<file path="src/rtl/usr_serial_pkg.sv">
// Shared definitions for the usr serial link (receiver and transmitter).
// State encoding, idle line level and even-parity helper.
package usr_serial_pkg;

    typedef enum logic [2:0] {
        StIdle   = 3'd0,
        StStart  = 3'd1,
        StData   = 3'd2,
        StParity = 3'd3,
        StStop   = 3'd4
    } serial_state_e;

    localparam logic LineIdle = 1'b1;

    localparam int unsigned MaxDataW = 64;

    // Even parity bit: XOR of data bits and this bit is zero.
    function automatic logic even_parity_bit(input logic [MaxDataW-1:0] data);
        return ^data;
    endfunction

endpackage

</file>
<file path="src/rtl/usr_rx_shreg.sv">
// Serial-in, parallel-out right-shift register: new bits enter at the MSB.
// Asynchronous active-low clear.
module usr_rx_shreg #(
    parameter int unsigned Width = 8
) (
    input  logic             clk_i,
    input  logic             rst_ni,
    input  logic             en_i,
    input  logic             d_i,
    output logic [Width-1:0] q_o
);

    logic [Width-1:0] q_q;
    logic [Width-1:0] q_d;

    if (Width == 1) begin : g_single
        assign q_d = en_i ? d_i : q_q;
    end else begin : g_multi
        assign q_d = en_i ? {d_i, q_q[Width-1:1]} : q_q;
    end

    always_ff @(posedge clk_i or negedge rst_ni) begin
        if (!rst_ni) begin
            q_q <= '0;
        end else begin
            q_q <= q_d;
        end
    end

    assign q_o = q_q;

endmodule

</file>
<file path="src/rtl/usr_serial_rx.sv">
// Start/data/stop frame receiver with valid/ready output and error pulses.
// Define USR_RX_PARITY_EN to add an even-parity bit between data and stop.
module usr_serial_rx
    import usr_serial_pkg::*;
#(
    parameter int unsigned DATA_W       = 8,
    parameter int unsigned CLKS_PER_BIT = 4
) (
    input  logic              clk,
    input  logic              reset,
    input  logic              sin,
    output logic [DATA_W-1:0] dout,
    output logic              dout_valid,
    input  logic              dout_ready,
    output logic              frame_err,
    output logic              parity_err,
    output logic              overrun
);

    localparam int unsigned CntW = $clog2(CLKS_PER_BIT);
    localparam int unsigned BitW = $clog2(DATA_W + 1);

    serial_state_e     state_q, state_d;
    logic [CntW-1:0]   cyc_q, cyc_d;
    logic [BitW-1:0]   bit_q, bit_d;
    logic              done_q, done_d;
    logic              stop_q, stop_d;
    logic              par_bad_q, par_bad_d;
    logic [DATA_W-1:0] dout_q, dout_d;
    logic              valid_q, valid_d;
    logic              ferr_q, ferr_d;
    logic              perr_q, perr_d;
    logic              ovr_q, ovr_d;
    logic              shift_en;
    logic [DATA_W-1:0] shreg_q;
    logic              bit_tick;
    logic              half_tick;
    logic              xfer;
    logic              good;

    usr_rx_shreg #(
        .Width (DATA_W)
    ) u_shreg (
        .clk_i  (clk),
        .rst_ni (reset),
        .en_i   (shift_en),
        .d_i    (sin),
        .q_o    (shreg_q)
    );

    assign bit_tick  = (cyc_q == CntW'(CLKS_PER_BIT - 1));
    assign half_tick = (cyc_q == CntW'(CLKS_PER_BIT / 2 - 1));

    always_comb begin
        state_d   = state_q;
        cyc_d     = cyc_q;
        bit_d     = bit_q;
        done_d    = 1'b0;
        stop_d    = stop_q;
        par_bad_d = par_bad_q;
        shift_en  = 1'b0;
        unique case (state_q)
            StIdle: begin
                if (sin != LineIdle) begin
                    state_d   = StStart;
                    cyc_d     = '0;
                    bit_d     = '0;
                    par_bad_d = 1'b0;
                end
            end
            StStart: begin
                if (half_tick) begin
                    cyc_d   = '0;
                    state_d = (sin == LineIdle) ? StIdle : StData;
                end else begin
                    cyc_d = cyc_q + CntW'(1);
                end
            end
            StData: begin
                if (bit_tick) begin
                    cyc_d    = '0;
                    shift_en = 1'b1;
                    bit_d    = bit_q + BitW'(1);
                    if (bit_q == BitW'(DATA_W - 1)) begin
`ifdef USR_RX_PARITY_EN
                        state_d = StParity;
`else
                        state_d = StStop;
`endif
                    end
                end else begin
                    cyc_d = cyc_q + CntW'(1);
                end
            end
`ifdef USR_RX_PARITY_EN
            StParity: begin
                if (bit_tick) begin
                    cyc_d     = '0;
                    par_bad_d = even_parity_bit(MaxDataW'(shreg_q)) ^ sin;
                    state_d   = StStop;
                end else begin
                    cyc_d = cyc_q + CntW'(1);
                end
            end
`endif
            StStop: begin
                if (bit_tick) begin
                    cyc_d   = '0;
                    done_d  = 1'b1;
                    stop_d  = sin;
                    state_d = StIdle;
                end else begin
                    cyc_d = cyc_q + CntW'(1);
                end
            end
            default: state_d = StIdle;
        endcase
    end

    // Frame verdict is applied one edge after the stop sample, so all outputs stay registered.
    always_comb begin
        xfer    = valid_q && dout_ready;
        good    = done_q && stop_q && !par_bad_q;
        dout_d  = dout_q;
        valid_d = valid_q && !xfer;
        ovr_d   = 1'b0;
        ferr_d  = done_q && !stop_q;
        perr_d  = done_q && par_bad_q;
        if (good) begin
            if (!valid_q || xfer) begin
                dout_d  = shreg_q;
                valid_d = 1'b1;
            end else begin
                ovr_d = 1'b1;
            end
        end
    end

    always_ff @(posedge clk or negedge reset) begin
        if (!reset) begin
            state_q   <= StIdle;
            cyc_q     <= '0;
            bit_q     <= '0;
            done_q    <= 1'b0;
            stop_q    <= 1'b0;
            par_bad_q <= 1'b0;
            dout_q    <= '0;
            valid_q   <= 1'b0;
            ferr_q    <= 1'b0;
            perr_q    <= 1'b0;
            ovr_q     <= 1'b0;
        end else begin
            state_q   <= state_d;
            cyc_q     <= cyc_d;
            bit_q     <= bit_d;
            done_q    <= done_d;
            stop_q    <= stop_d;
            par_bad_q <= par_bad_d;
            dout_q    <= dout_d;
            valid_q   <= valid_d;
            ferr_q    <= ferr_d;
            perr_q    <= perr_d;
            ovr_q     <= ovr_d;
        end
    end

    assign dout       = dout_q;
    assign dout_valid = valid_q;
    assign frame_err  = ferr_q;
    assign parity_err = perr_q;
    assign overrun    = ovr_q;

endmodule

</file>
<file path="config.mk">
export PLATFORM = sky130hd
export DESIGN_NAME = usr_serial_rx
export DESIGN_NICKNAME = d
export VERILOG_FILES = /design/src/rtl/usr_serial_pkg.sv /design/src/rtl/usr_rx_shreg.sv /design/src/rtl/usr_serial_rx.sv
export SDC_FILE = /design/constraint.sdc
export NUM_CORES = 1
export LEC_CHECK = 0
export CAP_MARGIN = 20
export CORE_MARGIN = 4
export CORE_UTILIZATION = 25
export DETAILED_ROUTE_END_ITERATION = 7
export GPL_TIMING_DRIVEN = 0
export MAX_ROUTING_LAYER = met4
export PLACE_DENSITY_LB_ADDON = 0.3
export SYNTH_ARGS = -nofsm -noshare
export SYNTH_HDL_FRONTEND = slang
export SYNTH_SLANG_ARGS = --single-unit
</file>
<file path="constraint.sdc">
create_clock -name clk -period 2 [get_ports clk]
set_clock_uncertainty 0.05 [all_clocks]
set_input_delay 0.3 -clock clk [delete_from_list [all_inputs] [get_ports clk]]
set_output_delay 0.3 -clock clk [all_outputs]
set_load 0.02 [all_outputs]
</file>
Word-level counts from Yosys, hierarchy flattened
Index checks and enable logic that the tools add are counted.

cells by class
  add/subtract/negate cells = 2
  equal/unequal tests = 11
  multiplexer cells = 21
  reductions and logical operators = 17

operator list
  operator             count
  $mux 3               5
  $pmux 3 s4           1
  $ne 2x2->1 const B   5
  $mux 2               4
  $mux 4               2
  $pmux 4 s2           1
  $mux 1               7
  $pmux 2 s3           1
  $reduce_and 2->1     3
  $reduce_and 5->1     1
  $add 4x1->4 const B  1
  $eq 4x3->1 const B   1
  $logic_and 1x1->1    4
  $eq 3x1->1 const B   1
  $eq 3x2->1 const B   1
  $eq 3x3->1 const B   1
  $logic_not 1->1      3
  $logic_not 3->1      1
  $reduce_and 3->1     1
  $reduce_bool 3->1    1
  $add 2x1->2 const B  1
  $eq 2x1->1 const B   1
  $eq 2x2->1 const B   1
  $reduce_bool 2->1    1
  2 further kinds      2

word-level totals
  register bits after elaboration = 30
  bits of input ports = 4
  output and inout port bits = 12
  word-level logic and storage cells = 61

Logic depth before layout (Yosys ltp)
Gate-level depths: netlist of the first run.

  depth in word-level cells = 5
  gate-level depth with buffers = 5
  gate-level depth less buffers = 5

Hierarchy
From an unflattened synthesis of the first run, not the netlist that was laid out.

unflattened totals
  cell total of the unflattened synthesis = 113
  area total of the unflattened synthesis = 1,462.7 µm²

by module, submodules not included
  module         instances  cells each  area each (µm²)  seq. area each (µm²)
  usr_serial_rx  1          96          1,131.1          550.5
  usr_rx_shreg   1          17          331.6            200.2

Least setup slack after synthesis of the first run
Ideal clock, no wire load.

  path type = register to register
  from = register cyc_q[0]
  to = register bit_q[2]
  library setup time = 0.077 ns
  arrival = 1.369 ns
  data required time = 1.873 ns
  slack = 0.504 ns
  stages on the path, launching flop included = 6
  path buffers = 0
  clock period less this slack = 1.496 ns
  cells stage by stage = dfrtp_1 ha_1 and2_1 o21ai_0 o21ai_0 o21ai_1

on the way
  cells in the longest elaborated chain, start to end = 3

ends and longest elaborated chain
  element                            RTL line              source
  start, declared                    usr_serial_rx.sv:24   logic [CntW-1:0] cyc_q, cyc_d;
  start signal, assigned             usr_serial_rx.sv:154  cyc_q <= cyc_d;
  $eq 2x2->1                         usr_serial_rx.sv:51   assign bit_tick = (cyc_q == CntW'(CLKS_PER_BIT - 1));
  $ne 2x2->1 (no source line)        n/a
  $reduce_and 3->1 (no source line)  n/a
  end signal, assigned               usr_serial_rx.sv:155  bit_q <= bit_d;
  end, declared                      usr_serial_rx.sv:25   logic [BitW-1:0] bit_q, bit_d;

No other way between the ends.
A chain may end at the register's enable or synchronous reset.

Final worst setup path of the first run
Same ends and word-level chain as after synthesis.

==> results.py, run 1 <==
metrics = {
    "sta": {
        "slew_violations": 0,
        "rsz0062_at_grt": "false",
        "fin_setup_tns_ps": 0,
        "max_freq_mhz": 587,
        "setup_violations": 0,
        "final-hold-violation-count": 0,
        "worst_slew_pin_slew_ps": 706,
        "finalCritPeriodShare_pct": 85.2,
        "fin_ws_ps": 296,
        "fin_crit_ps": 1700,
        "relSlewSlack_pct": 52.8,
    },
    "placed_design": {
        "port_buffers": 14,
        "gp_congestion": 0.789,
        "place_area_mm2": 0.00162,
        "dp_hpwl_mm": 1.82,
        "place_ws_ps": 168,
    },
    "global_route": {
        "grt_start_max_net_pins": 18,
        "overflow": 0,
        "grt_usage_pct": 8.96,
        "antenna_found_initial": 0,
        "grt_pass1_vias": 936,
        "grt_pass1_wl_mm": 4.35,
    },
    "die": {
        "fp.dieH_um": 81.9,
        "num_rows": 26,
        "core-area_mm2": 0.00520,
        "ioPinCount": 16,
        "die_width_um": 81.9,
        "fp.dieArea_mm2": 0.00671,
        "initial_core_util_pct": 26.2,
    },
    "detailed_routing": {
        "avgViaCountPerCell": 4.60,
        "drt_iter0_markers": 38,
        "dr_total_vias": 942,
        "post_drt_wl_per_cell_um": 12.1,
        "wl_mm": 2.49,
        "firstDrtPassIters": 2,
        "postRouteAntennaNets": 0,
        "drc": 0,
    },
    "power": {
        "p_clk_share_pct": 29.7,
        "power_frac_comb_pct": 23.4,
        "swShare_pct": 30.5,
        "p_switching_w": 0.000462,
        "leakagePower_nw": 0.802,
        "intPower_w": 0.00105,
        "vdd_drop_max_v": 0.000484,
        "seqPwrFrac_pct": 46.9,
        "powerDensity_mw_per_mm2": 891,
    },
    "critical_path": {
        "cp-end-kind": "flop",
        "start_kind": "flop",
        "timing_worst_setup_path_type": "reg -> reg",
        "crit_path_max_fanout": 6,
        "critPathRequiredTime_ps": 2160,
        "arrival_ps": 1860,
    },
    "logic_synthesis": {
        "synthesis.nets": 122,
        "ys_seq_area_share_pct": 54.9,
        "synth_warnings": 0,
        "synth_seq_cells": 30,
        "yosys.cell_types.count": 32,
        "syn_area_mm2": 0.00137,
        "avgSynthCellArea_um2": 12.1,
        "syn_inst": 113,
    },
    "cts": {
        "cts_inserted_buffers": 5,
        "clkLatencyLatePin_ps": 280,
        "cts.sinks": 30,
        "htree_levels": 2,
        "clk_pin_slew_ps": 60,
        "cts_setup_buffers": 0,
        "cts.path.max_buffers": 2,
        "cts_tree": "done",
        "cts_hold_buffers": 0,
        "root_buffer": "clkbuf_8",
        "cts_resized": 0,
    },
    "layout": {
        "fill_cells": 524,
        "diodes": 0,
        "area_growth_pct": 24.5,
        "design_area_mm2": 0.00170,
        "final_common_cell": "dfrtp_1",
        "fin_nets": 144,
        "layout_common_cells": "dfrtp_1 (30), mux2_2 (18), clkdlybuf4s50_1 (14)",
        "drive_gt1_share_pct": 24.4,
    },
    "run_status": {
        "status": "finished clean",
    },
    "flow_run": {
        "max_cap_viol_count": 0,
    },
    "worst_hold_path": {
        "min_path_type": "in -> async",
    },
}
-- synth_stat cells --
library cell	instances	area share (%)
nand3_1	2	0.73
a311o_1	1	0.73
nand2b_1	1	0.46
nor4_1	1	0.46
or3b_4	1	0.82
or3b_1	1	0.64
a211oi_1	1	0.55
a32o_1	1	0.73
buf_2	4	1.5
ha_1	5	4.6
nor3_1	4	1.5
a41oi_1	1	0.64
mux2_2	18	15
o21ai_0	5	1.8
xnor2_1	1	0.64
nand2_1	8	2.2
xor2_1	1	0.64
nand4b_1	1	0.64
buf_4	1	0.55
and3_1	2	0.92
nor2b_1	2	0.92
dfrtp_1	30	55
buf_6	1	0.82
conb_1	1	0.27
o21ai_1	1	0.37
o211a_1	1	0.73
nor4b_1	2	1.3
and2_1	1	0.46
inv_1	4	1.1
mux2i_1	1	0.73
a31oi_1	2	0.92
nor2_1	7	1.9
-- layout make-up --
| cell class | instances | area, µm² | share of cell area (%) |
|---|---|---|---|
| flip-flops and latches | 30 | 751 | 44.2 |
| multi-input cells | 73 | 562 | 33.0 |
| repair buffers | 15 | 168 | 9.86 |
| well taps | 70 | 87.6 | 5.15 |
| clock buffers | 5 | 68.8 | 4.05 |
| plain buffers | 6 | 38.8 | 2.28 |
| inverters | 4 | 15.0 | 0.883 |
| clock inverters | 2 | 10.0 | 0.589 |
-- state kept, by name (all words and copies together) (netlist names) --
signal and cells:
done_q 1, bit_q 4, cyc_q 2, dout 8, u_shreg.q_o 8, stop_q 1, overrun 1, dout_valid 1
frame_err 1, state_q 3
-- path summary, 6_finish.rpt --
path                                      start                    to  slack, ps  depth (start not counted)
hold / removal                            reset   dout[2]$_DFFE_PN0P_        390                          1
min in group clk             stop_q$_DFFE_PN0P_   frame_err$_DFF_PN0_        400                          1
max in group asynchronous                 reset  cyc_q[0]$_DFFE_PN0P_        970                          2
setup reg to reg           cyc_q[0]$_DFFE_PN0P_  bit_q[2]$_DFFE_PN0P_        300                          5
setup / recovery           cyc_q[0]$_DFFE_PN0P_  bit_q[2]$_DFFE_PN0P_        300                          5
hold reg to reg              stop_q$_DFFE_PN0P_   frame_err$_DFF_PN0_        390                          1
-- power groups by stage --
| stage | sequential (W) | clock [W] | combinational, W |
|---|---|---|---|
| 6_report | 0.000711 | 0.000450 | 0.000354 |
| 5_1_grt | 0.000718 | 0.000497 | 0.000406 |
| 2_1_floorplan | 0.000707 | 0 | 0.000271 |
| 3_5_place_dp | 0.000722 | 0 | 0.000355 |
| 3_3_place_gp | 0.000716 | 0 | 0.000340 |
| 4_1_cts | 0.000711 | 0.000468 | 0.000357 |
-- per-layer routing --
| metal | wire length, µm | global-route usage [%] | share of wire, % |
|---|---|---|---|
| met1 | 1140 | 10.6 | 46 |
| met2 | 1130 | 13.2 | 46 |
| met3 | 127 | 2.96 | 5.1 |
| met4 | 88 | 5.48 | 3.5 |
| met5 | 0 | - | 0 |
-- critical path, stage by stage (launching register included) --
cell	delay, ps
dfrtp_1	450
ha_1	280
and2_1	200
o21ai_0	410
o21ai_0	160
o21ai_1	90
-- stage by stage --
step           total power (W)  utilization, %  hold WS, ps  cells
2_1_floorplan         0.000978               -        -45.6    113
3_3_place_gp           0.00106            30.6          391    197
3_5_place_dp           0.00108            31.2          398    198
4_1_cts                0.00154            32.7          406    205
5_1_grt                0.00162            32.7          426    205
6_report               0.00151            32.7          395    205
-- cell families (layout without fill, tap and decap cells) --
family / count (synthesis) / in the layout / share of synthesized area, %
xor gates and xnor gates: 2 / 2 / 1.28
muxes: 19 / 19 / 15.6
buffers and inverters: 10 / 32 / 3.94
DFF: 30 / 30 / 54.9
AOI/OAI and AO/OA: 13 / 13 / 6.50
other: 1 / 1 / 0.274
adders and majority gates: 5 / 5 / 4.58
and+or+nand+nor: 33 / 33 / 12.9
No activity file was read; power rests on OpenSTA's default activity.
==> inputs of run 2 (changes only) <==
CORE_UTILIZATION = 40   (was 25)
==> results.py, run 2 (synthesis results as in run 1) <==
metrics = {
    "sta": {
        "final-hold-violation-count": 0,
        "fin_setup_tns_ps": 0,
        "max_freq_mhz": 575,
        "relSlewSlack_pct": 48.2,
        "rsz0062_at_grt": "false",
        "whs_ps": 369,
        "worst_slew_pin_slew_ps": 774,
        "finalCritPeriodShare_pct": 86.9,
        "fin_crit_ps": 1740,
        "setup_violations": 0,
        "slew_violations": 0,
    },
    "worst_hold_path": {
        "min_path_type": "in -> async",
    },
    "placed_design": {
        "dp_hpwl_mm": 1.80,
        "gp_congestion": 0.809,
        "port_buffers": 14,
        "place_area_mm2": 0.00158,
        "placed_cells": 172,
    },
    "detailed_routing": {
        "wl_mm": 2.44,
        "drt_iter0_markers": 46,
        "drc": 0,
        "postRouteAntennaNets": 0,
        "avgViaCountPerCell": 5.07,
        "post_drt_wl_per_cell_um": 13.5,
        "dr_total_vias": 913,
        "firstDrtPassIters": 4,
    },
    "die": {
        "fp.dieH_um": 66.4,
        "fp.dieArea_mm2": 0.00441,
        "num_rows": 20,
        "core-area_mm2": 0.00315,
        "die_width_um": 66.4,
        "initial_core_util_pct": 43.3,
        "ioPinCount": 16,
    },
    "layout": {
        "layout_common_cells": "dfrtp_1 (30), mux2_2 (18), clkdlybuf4s50_1 (14)",
        "final_common_cell": "dfrtp_1",
        "fin_nets": 144,
        "drive_gt1_share_pct": 24.3,
        "area_growth_pct": 19.8,
        "diodes": 0,
        "design_area_mm2": 0.00164,
        "fill_cells": 294,
        "fin_cells": 180,
    },
    "power": {
        "vdd_drop_max_v": 0.000469,
        "leakagePower_nw": 0.789,
        "power_frac_comb_pct": 24.6,
        "p_clk_share_pct": 26.1,
        "power_w": 0.00144,
        "p_switching_w": 0.000457,
        "powerDensity_mw_per_mm2": 881,
        "intPower_w": 0.000985,
        "swShare_pct": 31.7,
        "seqPwrFrac_pct": 49.3,
    },
    "critical_path": {
        "cp-end-kind": "flop",
        "critPathRequiredTime_ps": 2200,
        "start_kind": "flop",
        "crit_path_max_fanout": 6,
        "arrival_ps": 1940,
        "timing_worst_setup_path_type": "reg -> reg",
    },
    "global_route": {
        "overflow": 0,
        "grt_pass1_wl_mm": 4.08,
        "grt_pass1_vias": 887,
        "antenna_found_initial": 0,
        "grt_usage_pct": 12.8,
        "grt_start_max_net_pins": 17,
    },
    "cts": {
        "htree_levels": 2,
        "cts.sinks": 30,
        "cts_resized": 0,
        "cts_hold_buffers": 0,
        "cts_setup_buffers": 0,
        "clkLatencyLatePin_ps": 330,
        "root_buffer": "clkbuf_4",
        "cts_tree": "done",
        "cts.path.max_buffers": 2,
        "cts_inserted_buffers": 5,
        "clk_pin_slew_ps": 90,
    },
    "run_status": {
        "status": "finished clean",
    },
    "flow_run": {
        "max_cap_viol_count": 0,
    },
}
## run 2: cell types whose count changed in the layout (fill, tap and decap cells not counted)
cell / before / now
buf_8: 0 / 1
buf_16: 1 / 0
clkbuf_1: 0 / 1
clkbuf_4: 0 / 5
clkbuf_8: 5 / 1
clkinv_2: 2 / 1
## run 2: worst paths after layout
path / start / to / slack [ps] / depth (start not counted)
min reg2reg: stop_q$_DFFE_PN0P_ / frame_err$_DFF_PN0_ / 410 / 1
max in group asynchronous: reset / dout[1]$_DFFE_PN0P_ / 970 / 2
max: cyc_q[0]$_DFFE_PN0P_ / bit_q[2]$_DFFE_PN0P_ / 260 / 5
min: reset / cyc_q[1]$_DFFE_PN0P_ / 370 / 1
max reg2reg: cyc_q[0]$_DFFE_PN0P_ / bit_q[2]$_DFFE_PN0P_ / 260 / 5
min in group clk: stop_q$_DFFE_PN0P_ / frame_err$_DFF_PN0_ / 410 / 1
## run 2: metrics by stage
step | util (%) | setup WS (ps)
2_1_floorplan | - | 504
3_5_place_dp | 50.0 | 156
4_1_cts | 51.9 | 256
3_3_place_gp | 49.5 | 41.5
5_1_grt | 51.9 | 112
6_report | 51.9 | 261
## run 2: layer usage
metal	routed length, µm	GRT usage [%]	up-vias	part of all wire, %
li1	-	-	440	-
met1	1100	14.7	449	45
met2	1190	20.0	16	49
met3	80	4.08	8	3.3
met4	61	6.85	0	2.5
met5	0	-	-	0
## run 2: power groups by stage
stage          clock network, W  logic (W)  registers [W]
3_3_place_gp                  0   0.000337       0.000718
5_1_grt                0.000420   0.000390       0.000718
3_5_place_dp                  0   0.000348       0.000722
4_1_cts                0.000391   0.000353       0.000710
2_1_floorplan                 0   0.000271       0.000707
6_report               0.000376   0.000355       0.000712
## run 2: cell type report
type | instances | area, µm² | area share [%]
clock buffer | 7 | 55.1 | 3.36
timing repair buffer | 15 | 155 | 9.48
inverter | 4 | 15.0 | 0.917
clock inverter | 1 | 5.00 | 0.306
buffer | 6 | 38.8 | 2.37
sequential | 30 | 751 | 45.9
multi-input combinational | 73 | 562 | 34.3
tap | 44 | 55.1 | 3.36
## run 2: worst max-delay path, stage by stage, from the launching register on
cell and delay, ps:
dfrtp_1 460, ha_1 280, and2_1 200, o21ai_0 420
o21ai_0 160, o21ai_1 100
